--- src/rtl/bb_uart_txq_pkg.sv ---
// Shared definitions for the bb_uart transmitter (and the future receiver).
package bb_uart_txq_pkg;

    localparam int unsigned PARITY_NONE = 0;
    localparam int unsigned PARITY_ODD  = 1;
    localparam int unsigned PARITY_EVEN = 2;

    typedef enum logic [2:0] {
        ST_IDLE  = 3'd0,
        ST_START = 3'd1,
        ST_DATA  = 3'd2,
        ST_PAR   = 3'd3,
        ST_STOP  = 3'd4
    } tx_state_e;

    // Parity of a character zero-extended to 8 bits (zero padding leaves XOR unchanged).
    function automatic logic parity_bit(input logic [7:0] data, input int unsigned mode);
        return (mode == PARITY_ODD) ? ~^data : ^data;
    endfunction

endpackage

--- src/rtl/bb_uart_txq_if.sv ---
// Write port and line/status signals of the buffered UART transmitter.
interface bb_uart_txq_if #(
    parameter int unsigned DATA_BITS = 8
);
    logic                 wr_en;
    logic [DATA_BITS-1:0] wr_data;
    logic                 full;
    logic                 empty;
    logic                 ovf;
    logic                 txd;
    logic                 txbsy;
    logic                 bd_tick;

    modport master (
        output wr_en, wr_data,
        input  full, empty, ovf, txd, txbsy, bd_tick
    );

    modport slave (
        input  wr_en, wr_data,
        output full, empty, ovf, txd, txbsy, bd_tick
    );
endinterface

--- src/rtl/bb_uart_txq_baudgen.sv ---
// Bit-time divider: counts 0..CLK_DIVIDER-1 while enabled, ticks on the last count.
module bb_uart_baudgen #(
    parameter int unsigned CLK_DIVIDER = 521
) (
    input  logic clk,
    input  logic nrst,
    input  logic en,
    input  logic clr,
    output logic tick
);
    localparam int unsigned CNT_W = (CLK_DIVIDER > 1) ? $clog2(CLK_DIVIDER) : 1;
    localparam logic [CNT_W-1:0] CNT_MAX = CNT_W'(CLK_DIVIDER - 1);

    logic [CNT_W-1:0] cnt_q, cnt_d;

    // Next count: clear wins, otherwise wrap at CNT_MAX while enabled
    always_comb begin
        cnt_d = cnt_q;
        if (clr) begin
            cnt_d = '0;
        end else if (en) begin
            cnt_d = (cnt_q == CNT_MAX) ? '0 : cnt_q + CNT_W'(1);
        end
    end

    // Counter register
    always_ff @(posedge clk or negedge nrst) begin
        if (!nrst) begin
            cnt_q <= '0;
        end else begin
            cnt_q <= cnt_d;
        end
    end

    assign tick = en && (cnt_q == CNT_MAX);

endmodule

--- src/rtl/bb_uart_txq.sv ---
// Buffered UART transmitter: write FIFO feeding a framing FSM with configurable
// data width, parity and stop bits; back-to-back frames leave no idle gap.
module bb_uart_txq
    import bb_uart_txq_pkg::*;
#(
    parameter int unsigned CLK_DIVIDER = 521,
    parameter int unsigned DATA_BITS   = 8,
    parameter int unsigned PARITY      = 0,
    parameter int unsigned STOP_BITS   = 1,
    parameter int unsigned FIFO_DEPTH  = 4
) (
    input  logic           clk,
    input  logic           nrst,
    bb_uart_txq_if.slave   bus
);
    localparam int unsigned PTR_W = $clog2(FIFO_DEPTH);
    localparam int unsigned CNT_W = PTR_W + 1;
    localparam int unsigned BIT_W = $clog2(DATA_BITS);
    localparam logic [CNT_W-1:0] DEPTH_C    = CNT_W'(FIFO_DEPTH);
    localparam logic [BIT_W-1:0] LAST_BIT_C = BIT_W'(DATA_BITS - 1);
    localparam logic             LAST_STOP_C = 1'(STOP_BITS - 1);

    // FIFO state
    logic [DATA_BITS-1:0] mem_q [FIFO_DEPTH];
    logic [PTR_W-1:0]     wr_ptr_q, wr_ptr_d;
    logic [PTR_W-1:0]     rd_ptr_q, rd_ptr_d;
    logic [CNT_W-1:0]     count_q, count_d;
    logic                 full_q, full_d;
    logic                 empty_q, empty_d;
    logic                 ovf_q, ovf_d;
    logic                 push;
    logic                 pop;
    logic [DATA_BITS-1:0] head;

    // Framing state
    tx_state_e            state_q, state_d;
    logic [DATA_BITS-1:0] shreg_q, shreg_d;
    logic                 par_q, par_d;
    logic [BIT_W-1:0]     bitcnt_q, bitcnt_d;
    logic                 stopcnt_q, stopcnt_d;
    logic                 txd_q, txd_d;
    logic                 txbsy_q, txbsy_d;
    logic                 start_frame;
    logic                 tick;

    assign push = bus.wr_en && !full_q;
    assign head = mem_q[rd_ptr_q];

    bb_uart_baudgen #(
        .CLK_DIVIDER (CLK_DIVIDER)
    ) u_baudgen (
        .clk  (clk),
        .nrst (nrst),
        .en   (state_q != ST_IDLE),
        .clr  (pop),
        .tick (tick)
    );

    // FIFO pointer/count/flag update; full is the pre-edge value so a write into a full FIFO drops
    always_comb begin
        wr_ptr_d = push ? wr_ptr_q + PTR_W'(1) : wr_ptr_q;
        rd_ptr_d = pop  ? rd_ptr_q + PTR_W'(1) : rd_ptr_q;
        count_d  = count_q + CNT_W'(push) - CNT_W'(pop);
        full_d   = (count_d == DEPTH_C);
        empty_d  = (count_d == '0);
        ovf_d    = ovf_q | (bus.wr_en & full_q);
    end

    // FIFO storage, no reset needed since entries are only read after being written
    always_ff @(posedge clk) begin
        if (push) begin
            mem_q[wr_ptr_q] <= bus.wr_data;
        end
    end

    // Framing FSM next state and registered line outputs
    always_comb begin
        state_d     = state_q;
        shreg_d     = shreg_q;
        par_d       = par_q;
        bitcnt_d    = bitcnt_q;
        stopcnt_d   = stopcnt_q;
        txd_d       = txd_q;
        txbsy_d     = txbsy_q;
        start_frame = 1'b0;
        pop         = 1'b0;

        unique case (state_q)
            ST_IDLE: begin
                if (!empty_q) begin
                    start_frame = 1'b1;
                end
            end
            ST_START: begin
                if (tick) begin
                    state_d  = ST_DATA;
                    txd_d    = shreg_q[0];
                    shreg_d  = shreg_q >> 1;
                    bitcnt_d = '0;
                end
            end
            ST_DATA: begin
                if (tick) begin
                    if (bitcnt_q == LAST_BIT_C) begin
                        if (PARITY != PARITY_NONE) begin
                            state_d = ST_PAR;
                            txd_d   = par_q;
                        end else begin
                            state_d   = ST_STOP;
                            txd_d     = 1'b1;
                            stopcnt_d = 1'b0;
                        end
                    end else begin
                        txd_d    = shreg_q[0];
                        shreg_d  = shreg_q >> 1;
                        bitcnt_d = bitcnt_q + BIT_W'(1);
                    end
                end
            end
            ST_PAR: begin
                if (tick) begin
                    state_d   = ST_STOP;
                    txd_d     = 1'b1;
                    stopcnt_d = 1'b0;
                end
            end
            ST_STOP: begin
                if (tick) begin
                    if (stopcnt_q == LAST_STOP_C) begin
                        if (!empty_q) begin
                            start_frame = 1'b1;
                        end else begin
                            state_d = ST_IDLE;
                            txd_d   = 1'b1;
                            txbsy_d = 1'b0;
                        end
                    end else begin
                        stopcnt_d = stopcnt_q + 1'b1;
                    end
                end
            end
            default: begin
                state_d = ST_IDLE;
                txd_d   = 1'b1;
                txbsy_d = 1'b0;
            end
        endcase

        // Frame start: pop the head, latch its parity and drive the start bit
        if (start_frame) begin
            pop     = 1'b1;
            shreg_d = head;
            par_d   = parity_bit(8'(head), PARITY);
            state_d = ST_START;
            txd_d   = 1'b0;
            txbsy_d = 1'b1;
        end
    end

    // State registers for FIFO control and framing
    always_ff @(posedge clk or negedge nrst) begin
        if (!nrst) begin
            wr_ptr_q  <= '0;
            rd_ptr_q  <= '0;
            count_q   <= '0;
            full_q    <= 1'b0;
            empty_q   <= 1'b1;
            ovf_q     <= 1'b0;
            state_q   <= ST_IDLE;
            shreg_q   <= '0;
            par_q     <= 1'b0;
            bitcnt_q  <= '0;
            stopcnt_q <= 1'b0;
            txd_q     <= 1'b1;
            txbsy_q   <= 1'b0;
        end else begin
            wr_ptr_q  <= wr_ptr_d;
            rd_ptr_q  <= rd_ptr_d;
            count_q   <= count_d;
            full_q    <= full_d;
            empty_q   <= empty_d;
            ovf_q     <= ovf_d;
            state_q   <= state_d;
            shreg_q   <= shreg_d;
            par_q     <= par_d;
            bitcnt_q  <= bitcnt_d;
            stopcnt_q <= stopcnt_d;
            txd_q     <= txd_d;
            txbsy_q   <= txbsy_d;
        end
    end

    assign bus.full    = full_q;
    assign bus.empty   = empty_q;
    assign bus.ovf     = ovf_q;
    assign bus.txd     = txd_q;
    assign bus.txbsy   = txbsy_q;
    assign bus.bd_tick = tick;

endmodule

--- src/flat_wrapper.sv ---
// flat-port wrapper written by rule: the top's interface ports become plain ports
module bb_uart_txq_flat import bb_uart_txq_pkg::*;
#(
    parameter int unsigned CLK_DIVIDER = 521,
    parameter int unsigned DATA_BITS   = 8,
    parameter int unsigned PARITY      = 0,
    parameter int unsigned STOP_BITS   = 1,
    parameter int unsigned FIFO_DEPTH  = 4
)
  (clk, nrst, bus_wr_en, bus_wr_data, bus_full, bus_empty, bus_ovf, bus_txd, bus_txbsy, bus_bd_tick);
  bb_uart_txq_if #(.DATA_BITS(DATA_BITS)) bus_i ();
  input  logic clk;
  input  logic nrst;
  input wire logic [$bits(bus_i.wr_en)-1:0] bus_wr_en;
  input wire logic [$bits(bus_i.wr_data)-1:0] bus_wr_data;
  output wire logic [$bits(bus_i.full)-1:0] bus_full;
  output wire logic [$bits(bus_i.empty)-1:0] bus_empty;
  output wire logic [$bits(bus_i.ovf)-1:0] bus_ovf;
  output wire logic [$bits(bus_i.txd)-1:0] bus_txd;
  output wire logic [$bits(bus_i.txbsy)-1:0] bus_txbsy;
  output wire logic [$bits(bus_i.bd_tick)-1:0] bus_bd_tick;
  assign bus_i.wr_en = bus_wr_en;
  assign bus_i.wr_data = bus_wr_data;
  assign bus_full = bus_i.full;
  assign bus_empty = bus_i.empty;
  assign bus_ovf = bus_i.ovf;
  assign bus_txd = bus_i.txd;
  assign bus_txbsy = bus_i.txbsy;
  assign bus_bd_tick = bus_i.bd_tick;
  bb_uart_txq #(.CLK_DIVIDER(CLK_DIVIDER), .DATA_BITS(DATA_BITS), .PARITY(PARITY), .STOP_BITS(STOP_BITS), .FIFO_DEPTH(FIFO_DEPTH)) u_core (.clk(clk), .nrst(nrst), .bus(bus_i));
endmodule
--- config.mk ---
export PLATFORM = sky130hd
export DESIGN_NAME = bb_uart_txq_flat
export DESIGN_NICKNAME = d
export VERILOG_FILES = /design/src/rtl/bb_uart_txq_pkg.sv /design/src/rtl/bb_uart_txq_if.sv /design/src/rtl/bb_uart_txq_baudgen.sv /design/src/rtl/bb_uart_txq.sv /design/src/flat_wrapper.sv
export SDC_FILE = /design/constraint.sdc
export NUM_CORES = 1
export LEC_CHECK = 0
export CAP_MARGIN = 20
export CORE_MARGIN = 5
export CORE_UTILIZATION = 45
export CTS_CLUSTER_SIZE = 25
export DETAILED_ROUTE_END_ITERATION = 8
export PLACE_DENSITY = 0.7
export SETUP_SLACK_MARGIN = 0.5
export SLEW_MARGIN = 20
export SYNTH_ARGS = -nofsm -noshare
export SYNTH_HDL_FRONTEND = slang
export SYNTH_SLANG_ARGS = --single-unit
--- constraint.sdc ---
create_clock -name clk -period 3.1 [get_ports clk]
set_input_delay 0.62 -clock clk [delete_from_list [all_inputs] [get_ports clk]]
set_output_delay 0.62 -clock clk [all_outputs]
set_load 0.05 [all_outputs]
## Word-level counts from Yosys, hierarchy flattened

Memories as Yosys holds them, arrays and structs flattened.
Index checks and enable logic that the tools add are counted.

| word-level totals | value |
|---|---|
| register bits after elaboration | 37 |
| memory bits (writable) | 32 |
| input bits | 11 |
| output and inout port bits | 6 |
| word-level logic and storage cells | 111 |
| memories kept | 1 |

Memories:

| memory | depth | bits a word | rd ports | clocked after memory_dff | write ports | RTL line | source |
|---|---|---|---|---|---|---|---|
| u_core.mem_q | 4 | 8 | 1 | 0 | 1 | bb_uart_txq.sv:24 | `logic [DATA_BITS-1:0] mem_q [FIFO_DEPTH];` |

| cells by class | value |
|---|---|
| $add $sub $neg | 7 |
| equal/unequal tests | 23 |
| muxes and demuxes | 48 |
| bitwise logic cells | 2 |
| reduce and logical (&&, ||, !) cells | 17 |

Operators by type and width:

| operator | count |
|---|---|
| $mux W3 | 11 |
| $mux W8 | 4 |
| $mux W10 | 3 |
| $mux W1 | 23 |
| $pmux W8 S2 | 1 |
| $ne A3 B2 Y1 const B | 5 |
| $pmux W3 S5 | 1 |
| $reduce_and A4 Y1 | 3 |
| $add A10 B1 Y10 const B | 1 |
| $eq A10 B10 Y1 const B | 1 |
| $ne A2 B2 Y1 const B | 5 |
| $eq A3 B3 Y1 const B | 3 |
| $reduce_bool A3 Y1 | 3 |
| $reduce_and A8 Y1 | 1 |
| $reduce_and A7 Y1 | 1 |
| $eq A3 B2 Y1 const B | 2 |
| $logic_not A3 Y1 | 2 |
| $ne A2 B1 Y1 const B | 3 |
| $ne A3 B1 Y1 const B | 2 |
| $pmux W3 S2 | 1 |
| $pmux W1 S5 | 1 |
| $reduce_and A5 Y1 | 1 |
| $add A2 B1 Y2 const B | 2 |
| $pmux W1 S2 | 2 |
| other kinds (13) | 15 |

## Logic depth before layout (Yosys ltp)

Gate-level depths: netlist of run 1.

| logic depth | value |
|---|---|
| word-level depth | 7 |
| gate-level depth with buffers | 13 |
| depth with buffers taken out | 13 |

## By module

Synthesis of run 1 repeated with hierarchy kept, for this count alone.

| unflattened totals | value |
|---|---|
| cells, all modules | 226 |
| area, all modules | 3,168.0 um^2 |

Modules (own cells, without submodules):

| module | instances | cells each | area an instance (um^2) | seq. area each (um^2) |
|---|---|---|---|---|
| bb_uart_txq | 1 | 162 | 2,567.5 | 1,614.0 |
| bb_uart_baudgen | 1 | 64 | 600.6 | 250.2 |

## Worst setup path after synthesis of run 1

OpenSTA, ideal clock, no wires.

| timing path | value |
|---|---|
| kind | register to register |
| from | register u_core.empty_q (netlist: u_core.bus.empty) |
| to | register u_core.full_q (netlist: u_core.bus.full) |
| setup time | 0.088 ns |
| arrival | 2.584 ns |
| required time | 3.012 ns |
| slack | 0.428 ns |
| stages on the path, launching flop included | 12 |
| path buffers | 1 |
| period minus slack after synthesis | 2.672 ns |
| cell sequence | dfstp_2 -> or3_1 -> buf_4 -> a21oi_2 -> ha_1 -> inv_1 -> ha_1 -> inv_1 -> fa_1 -> xnor2_1 -> xnor2_1 -> nor3b_1 |

| between the ends | value |
|---|---|
| longest elaborated chain between the ends | 7 |

RTL lines:

| element | RTL line | source |
|---|---|---|
| start: declaration | bb_uart_txq.sv:29 | `logic empty_q, empty_d;` |
| start signal: assignment | bb_uart_txq.sv:181 | `empty_q <= empty_d;` |
| $mux W1 * | bb_uart_txq.sv:90, bb_uart_txq.sv:130 |  |
| $mux W1 | bb_uart_txq.sv:129 | `if (stopcnt_q == LAST_STOP_C) begin` |
| $mux W1 | bb_uart_txq.sv:128 | `if (tick) begin` |
| $pmux W1 S2 * | bb_uart_txq.sv:88 | `unique case (state_q)` |
| $mux W1 * | bb_uart_txq.sv:150 | `if (start_frame) begin` |
| named net u_core.pop | bb_uart_txq.sv:32 | `logic pop;` |
| $sub A3 B1 Y3 * | bb_uart_txq.sv:63 | `count_d = count_q + CNT_W'(push) - CNT_W'(pop);` |
| named net u_core.count_d[2] | bb_uart_txq.sv:27 | `logic [CNT_W-1:0] count_q, count_d;` |
| $eq A3 B3 Y1 * | bb_uart_txq.sv:64 | `full_d = (count_d == DEPTH_C);` |
| named net u_core.full_d | bb_uart_txq.sv:28 | `logic full_q, full_d;` |
| end signal: assignment | bb_uart_txq.sv:180 | `full_q <= full_d;` |
| end: declaration | bb_uart_txq.sv:28 |  |

The timed path passes the listed nets; every way through them passes the cells marked *.
A chain may end at the register's enable or synchronous reset.

## Worst setup path in the final report of run 1

| timing path | value |
|---|---|
| from | register u_core.u_baudgen.cnt_q[0] |
| to | register u_core.full_q (netlist: u_core.bus.full) |

| between the ends | value |
|---|---|
| longest elaborated chain between the ends | 7 |

RTL lines:

| element | RTL line | source |
|---|---|---|
| start: declaration | bb_uart_txq_baudgen.sv:14 | `logic [CNT_W-1:0] cnt_q, cnt_d;` |
| start signal: assignment | bb_uart_txq_baudgen.sv:31 | `cnt_q <= cnt_d;` |
| $eq A10 B10 Y1 | bb_uart_txq_baudgen.sv:35 | `assign tick = en && (cnt_q == CNT_MAX);` |
| $logic_and A1 B1 Y1 | bb_uart_txq_baudgen.sv:35 |  |
| $mux W1 | bb_uart_txq.sv:128 |  |
| $pmux W1 S2 | bb_uart_txq.sv:88 |  |
| $mux W1 | bb_uart_txq.sv:150 |  |
| named net u_core.pop | bb_uart_txq.sv:32 |  |
| $sub A3 B1 Y3 | bb_uart_txq.sv:63 |  |
| named net u_core.count_d[2] | bb_uart_txq.sv:27 |  |
| $eq A3 B3 Y1 | bb_uart_txq.sv:64 |  |
| named net u_core.full_d | bb_uart_txq.sv:28 |  |

The timed path passes the listed nets, and every way through them passes these cells.

==> results.py, run 1 <==
metrics = {
    "outcome": {
        "status": "completed",
    },
    "cells_and_area": {
        "diodes": 0,
        "nNetsFinal": 259,
        "drive_gt1_share_pct": 26.03,
        "syn_to_final_growth_pct": 17.60,
        "nFillCells": 549,
        "layout.cells.non_filler": 322,
    },
    "sta": {
        "worst_pin_slew_ns": 0.8060,
        "slew-limit-headroom_pct": 46.27,
        "fin_tns_setup_ns": 0,
        "fmax_mhz": 391.9,
        "finalSetupViolations": 0,
        "period_share_pct": 82.32,
        "post-route-min-period_ns": 2.552,
        "hold_viol_final": 0,
        "rsz0062_at_grt": "true",
        "fin_skew_ns": 0.008493,
        "drv_slew": 0,
    },
    "global_routing": {
        "grt_pass1_wl_mm": 8.142,
        "grt_pass1_vias": 1657,
        "antenna_found_initial": 0,
        "gr-usage-all-layers_pct": 12.50,
        "grt_overflow": 0,
        "grt_max_degree": 37,
    },
    "clock_tree": {
        "root_buffer": "clkbuf_8",
        "htreeDepth": 3,
        "cts_tree": "done",
        "cts_buffer_depth": 2,
        "cts-buffers-inserted": 9,
        "clkTransAtPathRegs_ns": 0.08,
        "clock_latency_ns": 0.34,
        "cts_num_sinks": 68,
    },
    "synth": {
        "syn_area_per_cell_um2": 14.25,
        "ys_types": 43,
        "synth_nets": 236,
        "seq_area_frac_synth_pct": 61.14,
        "ys_top_cells_by_area": "edfxtp_1 (32%), dfrtp_1 (28%), mux4_2 (5.9%)",
        "ys.flop_type": "dfrtp_1",
        "yosys_warnings": 0,
        "synth_top_area_cell": "edfxtp_1",
        "yosysMostFrequentCell": "dfrtp_1",
        "ys_ff_latch": 68,
        "yosys-top-cells-count": "dfrtp_1 (34), edfxtp_1 (32), nand2_1 (17)",
        "synth_edf_count": 32,
        "syn_inst": 214,
        "async_flop_share_pct": 52.94,
        "synth_top_area_share_pct": 31.51,
        "synth_area_um2": 3049,
    },
    "critical_path": {
        "cp.arrival_ns": 2.82,
        "critPathKind": "flip-flop to flip-flop",
        "regToRegSetupSlack_ns": 0.55,
        "worstPathRequired_ns": 3.37,
        "cp_max_fo": 3,
        "end_kind": "flip-flop",
        "start_kind": "flip-flop",
    },
    "floorplan": {
        "die-area_um2": 8522,
        "die_width_um": 92.32,
        "rows": 30,
        "start_util_pct": 45.64,
        "coreArea_um2": 6681,
        "die_h_um": 92.32,
        "ios": 17,
    },
    "routing": {
        "avgViaCountPerCell": 5.149,
        "drc": 0,
        "wire_per_inst_um": 14.70,
        "drt-total-wl_mm": 4.733,
        "dr.pass1.iters": 4,
        "vias": 1658,
        "ant_nets": 0,
        "drt_iter0_markers": 45,
    },
    "pwr": {
        "internal_power_w": 0.002209,
        "cellLeakagePower_nw": 1.430,
        "p_sw_share_pct": 29.38,
        "power.switching_w": 0.0009190,
        "seqPwrFrac_pct": 43.4,
        "p_comb_share_pct": 28.1,
        "powerDensity_nw_per_um2": 872.3,
        "clkPwrFrac_pct": 28.5,
        "irDropWorstVdd_mv": 0.5266,
    },
    "place": {
        "hpwl_mm": 3.132,
        "place_inst": 304,
        "portBuffers": 16,
        "gp_congestion": 0.7372,
    },
    "job": {
        "drv_cap": 0,
    },
    "hold_path": {
        "hold_path.class": "input port to async pin",
    },
}
worst paths after layout:
path                                                        from                                     to  depth (start not counted)
max                        u_core.u_baudgen.cnt_q[0]$_DFFE_PN0P_              u_core.bus.full$_DFF_PN0_                         13
min                                                         nrst         u_core.bitcnt_q[0]$_DFFE_PN0P_                          1
max reg2reg                u_core.u_baudgen.cnt_q[0]$_DFFE_PN0P_              u_core.bus.full$_DFF_PN0_                         13
min reg2reg                             u_core.bus.ovf$_DFF_PN0_               u_core.bus.ovf$_DFF_PN0_                          1
max in group asynchronous                                   nrst  u_core.u_baudgen.cnt_q[6]$_DFFE_PN0P_                          1
min in group clk                        u_core.bus.ovf$_DFF_PN0_               u_core.bus.ovf$_DFF_PN0_                          1
worst max-delay path, stage by stage (launching register included):
cell and delay (ns):
dfrtp_1 0.41, inv_2 0.07, ha_1 0.13, and3b_1 0.18
nand3_2 0.13, a21oi_4 0.18, ha_4 0.22, inv_2 0.06
ha_4 0.12, inv_2 0.03, fa_2 0.37, xnor2_2 0.24
xnor2_2 0.17, nor3b_2 0.18
kinds of logic (layout without fill, tap and decap cells):
group	count (synthesis)	in the layout	synth area share, %
adder cells (fa/ha/maj)	11	11	4.760
AND/OR/NAND/NOR	57	57	10.18
flip-flops	68	68	61.14
multiplexers	23	23	12.27
buffers and inverters	21	49	3.570
XOR/XNOR	13	13	3.734
AO/OA/AOI/OAI	21	21	4.350
power groups by stage:
stage          Clock, W  Sequential, W  Combinational (W)
2_1_floorplan         0        0.00132           0.000652
3_3_place_gp          0        0.00137           0.000764
3_5_place_dp          0        0.00137           0.000782
4_1_cts        0.000912        0.00136           0.000783
5_1_grt        0.000952        0.00139           0.000980
6_report       0.000892        0.00136           0.000880
cell type report:
class | count | area [um^2] | area share (%)
Clock buffer | 9 | 123.9 | 3.454
Clock inverter | 7 | 123.9 | 3.454
Inverter | 11 | 41.29 | 1.151
Multi-Input combinational cell | 125 | 1131 | 31.54
Sequential cell | 68 | 1864 | 51.99
Tap cell | 80 | 100.1 | 2.791
Timing Repair Buffer | 22 | 201.4 | 5.618
sequential cells by signal, summed over array words and instances, names as in the netlist:
| register | cells |
|---|---|
| u_core.mem_q | 32 |
| u_core.u_baudgen.cnt_q | 10 |
| u_core.shreg_q | 8 |
| u_core.bitcnt_q | 3 |
| u_core.count_q | 3 |
| u_core.state_q | 3 |
| u_core.rd_ptr_q | 2 |
| u_core.wr_ptr_q | 2 |
| u_core.bus.empty | 1 |
| u_core.bus.full | 1 |
| u_core.bus.ovf | 1 |
| u_core.bus.txbsy | 1 |
| u_core.bus.txd | 1 |
routing by layer:
layer	wire length, um	vias up	global-route usage, %	part of all wire (%)
li1	-	808	-	-
met1	2214	816	17.35	47
met2	2249	25	18.01	48
met3	170	9	3.168	3.6
met4	98	0	6.683	2.1
met5	0	-	0	0
timing repair:
| item | CTS | global route |
|---|---|---|
| endpoints found under the hold margin | 0 | 0 |
| hold buffers | 0 | 0 |
| setup buffers | 0 | 2 |
| setup endpoints to repair | 2 | 3 |
| pin swaps | 2 | 5 |
| resized for setup | 3 | 9 |
layout by cell type, fill, tap and decap left out, types with 2 or more instances in the layout:
cell	instances
nand4_1	2
nor2_1	14
inv_2	3
xnor2_2	2
mux2_4	7
clkdlybuf4s50_1	14
or3_1	3
mux4_2	8
xor2_1	6
nor2b_1	2
ha_4	2
and3_1	3
dfrtp_1	34
nand2_1	17
nor3_1	2
buf_4	6
inv_1	8
ha_1	8
edfxtp_1	32
bufinv_16	3
clkbuf_8	9
o211ai_1	2
a21oi_1	2
o22ai_1	3
mux2_2	7
dfstp_2	2
clkinv_4	2
xnor2_1	5
o21ai_0	8
a21o_1	3
and2_1	4
stage by stage:
| step | worst slack [ns] | util (%) | hold slack, ns | area, um^2 | total power (W) |
|---|---|---|---|---|---|
| floorplan | 0.5038 | - | 0.3244 | 3065 | 0.001973 |
| global placement | 0.5620 | 49.08 | 0.4391 | 3279 | 0.002130 |
| detailed placement | 0.4796 | 49.08 | 0.4474 | 3279 | 0.002152 |
| CTS | 0.5024 | 52.81 | 0.3833 | 3528 | 0.003050 |
| global route | 0.4320 | 53.67 | 0.4440 | 3586 | 0.003326 |
| finish | 0.5481 | 53.67 | 0.3624 | 3586 | 0.003128 |
Power figures use the tool's default switching activity.
==> run 2: changes to the inputs <==
- clock period: 3.1 -> 2.7 ns (I/O delays scaled with it)
==> run 2 against run 1 <==
Combinational power is 15% higher; die area stayed put; first-iteration DRC count is 2.2% lower; highest routed layer unchanged; clock skew is 0.0021 ns lower; sequential share of layout area is 0.13 points higher; critical path depth stayed put; hold slack worse by 0.088 ns; largest power group unchanged.
==> results.py, run 2 (synthesis results as in run 1) <==
metrics = {
    "floorplan": {
        "die-area_um2": 8522,
        "coreArea_um2": 6681,
        "die_h_um": 92.32,
        "die_width_um": 92.32,
        "start_util_pct": 45.64,
        "ios": 17,
        "rows": 30,
    },
    "place": {
        "gp_congestion": 0.7854,
        "hpwl_mm": 3.349,
        "place_inst": 305,
        "portBuffers": 16,
        "placed_area_um2": 3289,
    },
    "routing": {
        "wl_met2_mm": 2.440,
        "wire_per_inst_um": 15.12,
        "drt-total-wl_mm": 4.885,
        "wl_met3_um": 258,
        "ant_nets": 0,
        "drc": 0,
        "vias": 1704,
        "met1Wirelength_mm": 2.123,
        "avgViaCountPerCell": 5.276,
        "drt_iter0_markers": 44,
        "dr.pass1.iters": 4,
        "top_layer_used": "met4",
    },
    "critical_path": {
        "end_kind": "flip-flop",
        "cp.arrival_ns": 2.75,
        "path_depth": 13,
        "critPathKind": "flip-flop to flip-flop",
        "cp_slowest_cell": "dfrtp_1",
        "r2r_end": "u_core.bus.full$_DFF_PN0_",
        "endpoint": "u_core.bus.full$_DFF_PN0_",
        "critPathTopFamily": "adder cells",
        "cp_cell_sequence": "inv_1 -> ha_2 -> and3b_2 -> nand3_4 -> a21oi_4 -> ha_4 -> inv_2 -> ha_4 -> inv_2 -> fa_2 -> xnor2_2 -> xnor2_2 -> nor3b_2",
        "rr_startpoint": "u_core.u_baudgen.cnt_q[1]$_DFFE_PN0P_",
        "cp_max_fo": 4,
        "regToRegSetupSlack_ns": 0.22,
        "cp_num_buf_inv": 3,
        "reg2regPathDepth": 13,
        "startpoint": "u_core.u_baudgen.cnt_q[1]$_DFFE_PN0P_",
        "worstPathRequired_ns": 2.98,
        "start_kind": "flip-flop",
        "max_stage_delay_ns": 0.42,
    },
    "global_routing": {
        "grt_pass1_wl_mm": 8.700,
        "gr-usage-all-layers_pct": 13.33,
        "grt_pass1_vias": 1796,
        "antenna_found_initial": 0,
        "grt_overflow": 0,
        "grt_max_degree": 37,
    },
    "pwr": {
        "p_comb_share_pct": 29.4,
        "clkPwrFrac_pct": 25.1,
        "power.switching_w": 0.001081,
        "p_sw_share_pct": 31.56,
        "powerDensity_nw_per_um2": 957.0,
        "cellLeakagePower_nw": 1.420,
        "finalPower_w": 0.003426,
        "internal_power_w": 0.002344,
        "irDropWorstVdd_mv": 0.5121,
        "seqPwrFrac_pct": 45.4,
    },
    "cells_and_area": {
        "largest_reg_flops": 32,
        "largest-register": "u_core.mem_q",
        "layout_commonest_cell": "dfrtp_1",
        "design_area_um2": 3580,
        "syn_to_final_growth_pct": 17.40,
        "nFillCells": 559,
        "multi_input_area_um2": 1152,
        "diodes": 0,
        "ff_latch_area_um2": 1866,
        "reg_top3": "u_core.mem_q: 32 flops, u_core.u_baudgen.cnt_q: 10 flops, u_core.shreg_q: 8 flops",
        "layout.cells.non_filler": 323,
        "drive_gt1_share_pct": 29.22,
        "mostFrequentLayoutCells": "dfrtp_1 (33), edfxtp_1 (32), nand2_1 (17), nor2_1 (12), clkdlybuf4s50_1 (12)",
        "nNetsFinal": 260,
    },
    "sta": {
        "drv_slew": 0,
        "worst_pin_slew_ns": 0.7938,
        "period_share_pct": 91.67,
        "fmax_mhz": 404.0,
        "slew-limit-headroom_pct": 47.08,
        "fin_tns_setup_ns": 0,
        "post-route-min-period_ns": 2.475,
        "rsz0062_at_grt": "true",
        "hold_viol_final": 0,
        "holdWs_ns": 0.2746,
        "finalSetupViolations": 0,
        "fin_skew_ns": 0.006380,
    },
    "clock_tree": {
        "cts-buffers-inserted": 9,
        "clkTransAtPathRegs_ns": 0.08,
        "clock_latency_ns": 0.35,
        "htreeDepth": 3,
        "cts_buffer_depth": 2,
        "cts_tree": "done",
        "cts_num_sinks": 68,
        "root_buffer": "clkbuf_8",
    },
    "hold_path": {
        "hold_path.class": "input port to async pin",
    },
    "outcome": {
        "status": "completed",
    },
    "job": {
        "drv_cap": 0,
    },
}
-- run 2: cell count changes in the layout (fill, tap and decap cells not counted), moves of 2 or more --
cell and change:
bufinv_16 -2, clkdlybuf4s50_1 -2, dlygate4sd2_1 +2, nor2_1 -2, nor2_2 +2
-- run 2: area by class of cell --
class                      instances  area share (%)
inverter                          11           1.153
clock inverter                     7           2.307
sequential                        68           52.11
timing repair buffer              23           5.977
clock buffer                       9           3.460
multi-input combinational        125           32.19
tap                               80           2.796
-- run 2: worst min-delay path by stage --
stage | start | endpoint | depth (start not counted)
global route | nrst | u_core.bitcnt_q[1]$_DFFE_PN0P_ | 1
detailed placement | u_core.bus.ovf$_DFF_PN0_ | u_core.bus.ovf$_DFF_PN0_ | 1
finish | nrst | u_core.state_q[2]$_DFFE_PN0P_ | 1
CTS | nrst | u_core.bitcnt_q[0]$_DFFE_PN0P_ | 1
floorplan | nrst | u_core.bitcnt_q[0]$_DFFE_PN0P_ | 0
global placement | u_core.bus.ovf$_DFF_PN0_ | u_core.bus.ovf$_DFF_PN0_ | 1
-- run 2: power groups by stage --
stage               Sequential (W)  Clock (W)  Combinational, W
finish                     0.00156   0.000862           0.00101
global route               0.00160   0.000931           0.00112
CTS                        0.00156   0.000890          0.000956
detailed placement         0.00157          0          0.000922
global placement           0.00157          0          0.000891
floorplan                  0.00152          0          0.000758
-- run 2: what timing repair did --
item                                   4_1_cts  5_1_grt
pin swaps                                    3        1
gates resized for setup                      6       13
buffers inserted                             0        2
cloned                                       0        0
hold buffers                                 0        0
endpoints found under the hold margin        0        0
setup endpoints to repair                   14       12
-- run 2: metal layers --
metal  GRT usage [%]  vias up
met1           15.86      855
li1                -      809
met2           21.69       32
met4           4.208        0
met3           5.930        8
met5               0        -
-- run 2: stage by stage --
step / setup slack [ns] / utilization (%)
detailed placement: 0.1219 / 49.23
global route: 0.08382 / 53.58
finish: 0.2249 / 53.58
CTS: 0.2271 / 52.57
global placement: 0.2256 / 49.23
floorplan: 0.1454 / -
==> run 3: changes to the inputs <==
==> constraint.sdc (replaced) <==
create_clock -name clk -period 2.7 [get_ports clk]
set_input_delay 0.675 -clock clk [delete_from_list [all_inputs] [get_ports clk]]
set_output_delay 0.675 -clock clk [all_outputs]
set_load 0.05 [all_outputs]
==> run 3 against run 2 <==
Final cell count grew 2.8%; first-iteration DRC count grew 82%; critical path depth is the same; design area grew 1.6%; core utilization grew 0.84 points; clock power shrank 14%; sequential share of layout area shrank 0.84 points; global-route usage shrank 0.43 points; register-to-register slack gained 0.02 ns; sequential power is essentially flat; setup slack gained 0.021 ns; largest power group unchanged.
==> results.py, run 3 (synthesis results as in run 1) <==
metrics = {
    "sta": {
        "slew-limit-headroom_pct": 46.18,
        "fmax_mhz": 407.4,
        "period_share_pct": 90.90,
        "fin_tns_setup_ns": 0,
        "hold_viol_final": 0,
        "rsz0062_at_grt": "true",
        "fin_skew_ns": 0.007989,
        "worst_pin_slew_ns": 0.8073,
        "finalSetupViolations": 0,
        "drv_slew": 0,
        "post-route-min-period_ns": 2.454,
    },
    "clock_tree": {
        "cts_num_sinks": 68,
        "cts_tree": "done",
        "cts_buffer_depth": 2,
        "root_buffer": "clkbuf_8",
        "clkTransAtPathRegs_ns": 0.08,
        "clock_latency_ns": 0.34,
        "htreeDepth": 3,
        "cts-buffers-inserted": 9,
        "hold_buffers": 0,
    },
    "cells_and_area": {
        "drive_gt1_share_pct": 30.95,
        "layout_commonest_cell": "dfrtp_1",
        "largest_reg_flops": 32,
        "largest-register": "u_core.mem_q",
        "finish.utilization_pct": 54.42,
        "mostFrequentLayoutCells": "dfrtp_1 (34), edfxtp_1 (32), nand2_1 (17), buf_4 (15), nor2_1 (12)",
        "syn_to_final_growth_pct": 19.25,
        "diodes": 0,
        "nNetsFinal": 269,
        "reg_top3": "u_core.mem_q: 32 flops, u_core.u_baudgen.cnt_q: 10 flops, u_core.shreg_q: 8 flops",
        "nFillCells": 574,
    },
    "critical_path": {
        "start_kind": "flip-flop",
        "rr_startpoint": "u_core.u_baudgen.cnt_q[0]$_DFFE_PN0P_",
        "critPathKind": "flip-flop to flip-flop",
        "worstPathRequired_ns": 2.97,
        "end_kind": "flip-flop",
        "cp.arrival_ns": 2.72,
        "startpoint": "u_core.u_baudgen.cnt_q[0]$_DFFE_PN0P_",
        "cp_max_fo": 3,
    },
    "pwr": {
        "finalPower_w": 0.003382,
        "cellLeakagePower_nw": 1.462,
        "irDropWorstVdd_mv": 0.4965,
        "powerDensity_nw_per_um2": 930.1,
    },
    "floorplan": {
        "rows": 30,
        "coreArea_um2": 6681,
        "die_width_um": 92.32,
        "ios": 17,
        "die-area_um2": 8522,
        "die_h_um": 92.32,
        "start_util_pct": 45.64,
    },
    "global_routing": {
        "grt_overflow": 0,
        "grt_pass1_wl_mm": 8.569,
        "grt_max_degree": 37,
        "antenna_found_initial": 0,
        "grt_pass1_vias": 1828,
        "gr-usage-all-layers_pct": 12.90,
    },
    "outcome": {
        "status": "completed",
    },
    "routing": {
        "drt_iter0_markers": 80,
        "wire_per_inst_um": 15.33,
        "vias": 1749,
        "drt-total-wl_mm": 5.089,
        "avgViaCountPerCell": 5.268,
        "ant_nets": 0,
        "dr.pass1.iters": 4,
        "drc": 0,
    },
    "place": {
        "hpwl_mm": 3.280,
        "gp_congestion": 0.7414,
        "portBuffers": 16,
    },
    "job": {
        "drv_cap": 0,
    },
    "hold_path": {
        "hold_path.class": "input port to async pin",
    },
}
==> run 3: worst max-delay path, stage by stage, from the launching register on <==
cell	delay, ns
dfrtp_1	0.40
inv_2	0.07
ha_1	0.13
and3b_2	0.21
nand3_4	0.09
a21oi_4	0.18
ha_4	0.22
inv_4	0.05
ha_4	0.11
inv_2	0.03
fa_2	0.35
xnor2_2	0.20
xnor2_2	0.16
nor3b_2	0.18
==> run 3: timing repair <==
action	CTS	global route
buffers inserted	4	6
resized for setup	5	16
endpoints found under the setup margin	15	14
pin swaps	4	3
==> run 3: path summary, 6_finish.rpt <==
kind,end,slack [ns],cells past startpoint
setup / recovery,u_core.bus.full$_DFF_PN0_,0.25,13
min in group clk,u_core.bus.ovf$_DFF_PN0_,0.46,1
hold reg to reg,u_core.bus.ovf$_DFF_PN0_,0.46,1
hold / removal,u_core.state_q[1]$_DFFE_PN0P_,0.42,1
max in group asynchronous,u_core.wr_ptr_q[0]$_DFFE_PN0P_,1.77,1
setup reg to reg,u_core.bus.full$_DFF_PN0_,0.25,13
==> run 3: metal layers <==
metal | GRT usage (%) | share of wire, %
met5 | 0 | 0
met4 | 6.559 | 1.9
met3 | 2.762 | 4.0
met2 | 21.57 | 48
met1 | 15.72 | 46
==> run 3: final cells by class <==
class	instances	area, um^2	area share [%]
clock buffers	9	123.9	3.407
clock inverters	7	51.30	1.411
inverters	11	43.79	1.204
multi-input cells	125	1160	31.90
flip-flops and latches	68	1864	51.27
well taps	80	100.1	2.753
repair buffers	32	292.8	8.052
==> run 3: power by group <==
group          internal [W]  total [W]  switching (W)
Sequential          0.00135    0.00155       0.000198
Clock              0.000337   0.000744       0.000407
Combinational      0.000603    0.00109       0.000482
Total               0.00230    0.00338        0.00109
==> run 3: per-stage QoR <==
step | cells | area, um^2 | setup slack [ns] | hold slack, ns
after floorplan | 214 | 3075 | 0.1454 | 0.3794
after global placement | 306 | 3314 | 0.2214 | 0.4413
after detailed placement | 306 | 3314 | 0.1171 | 0.4454
after CTS | 326 | 3523 | 0.2092 | 0.4394
after global routing | 332 | 3636 | 0.1056 | 0.4795
final | 332 | 3636 | 0.2456 | 0.4241
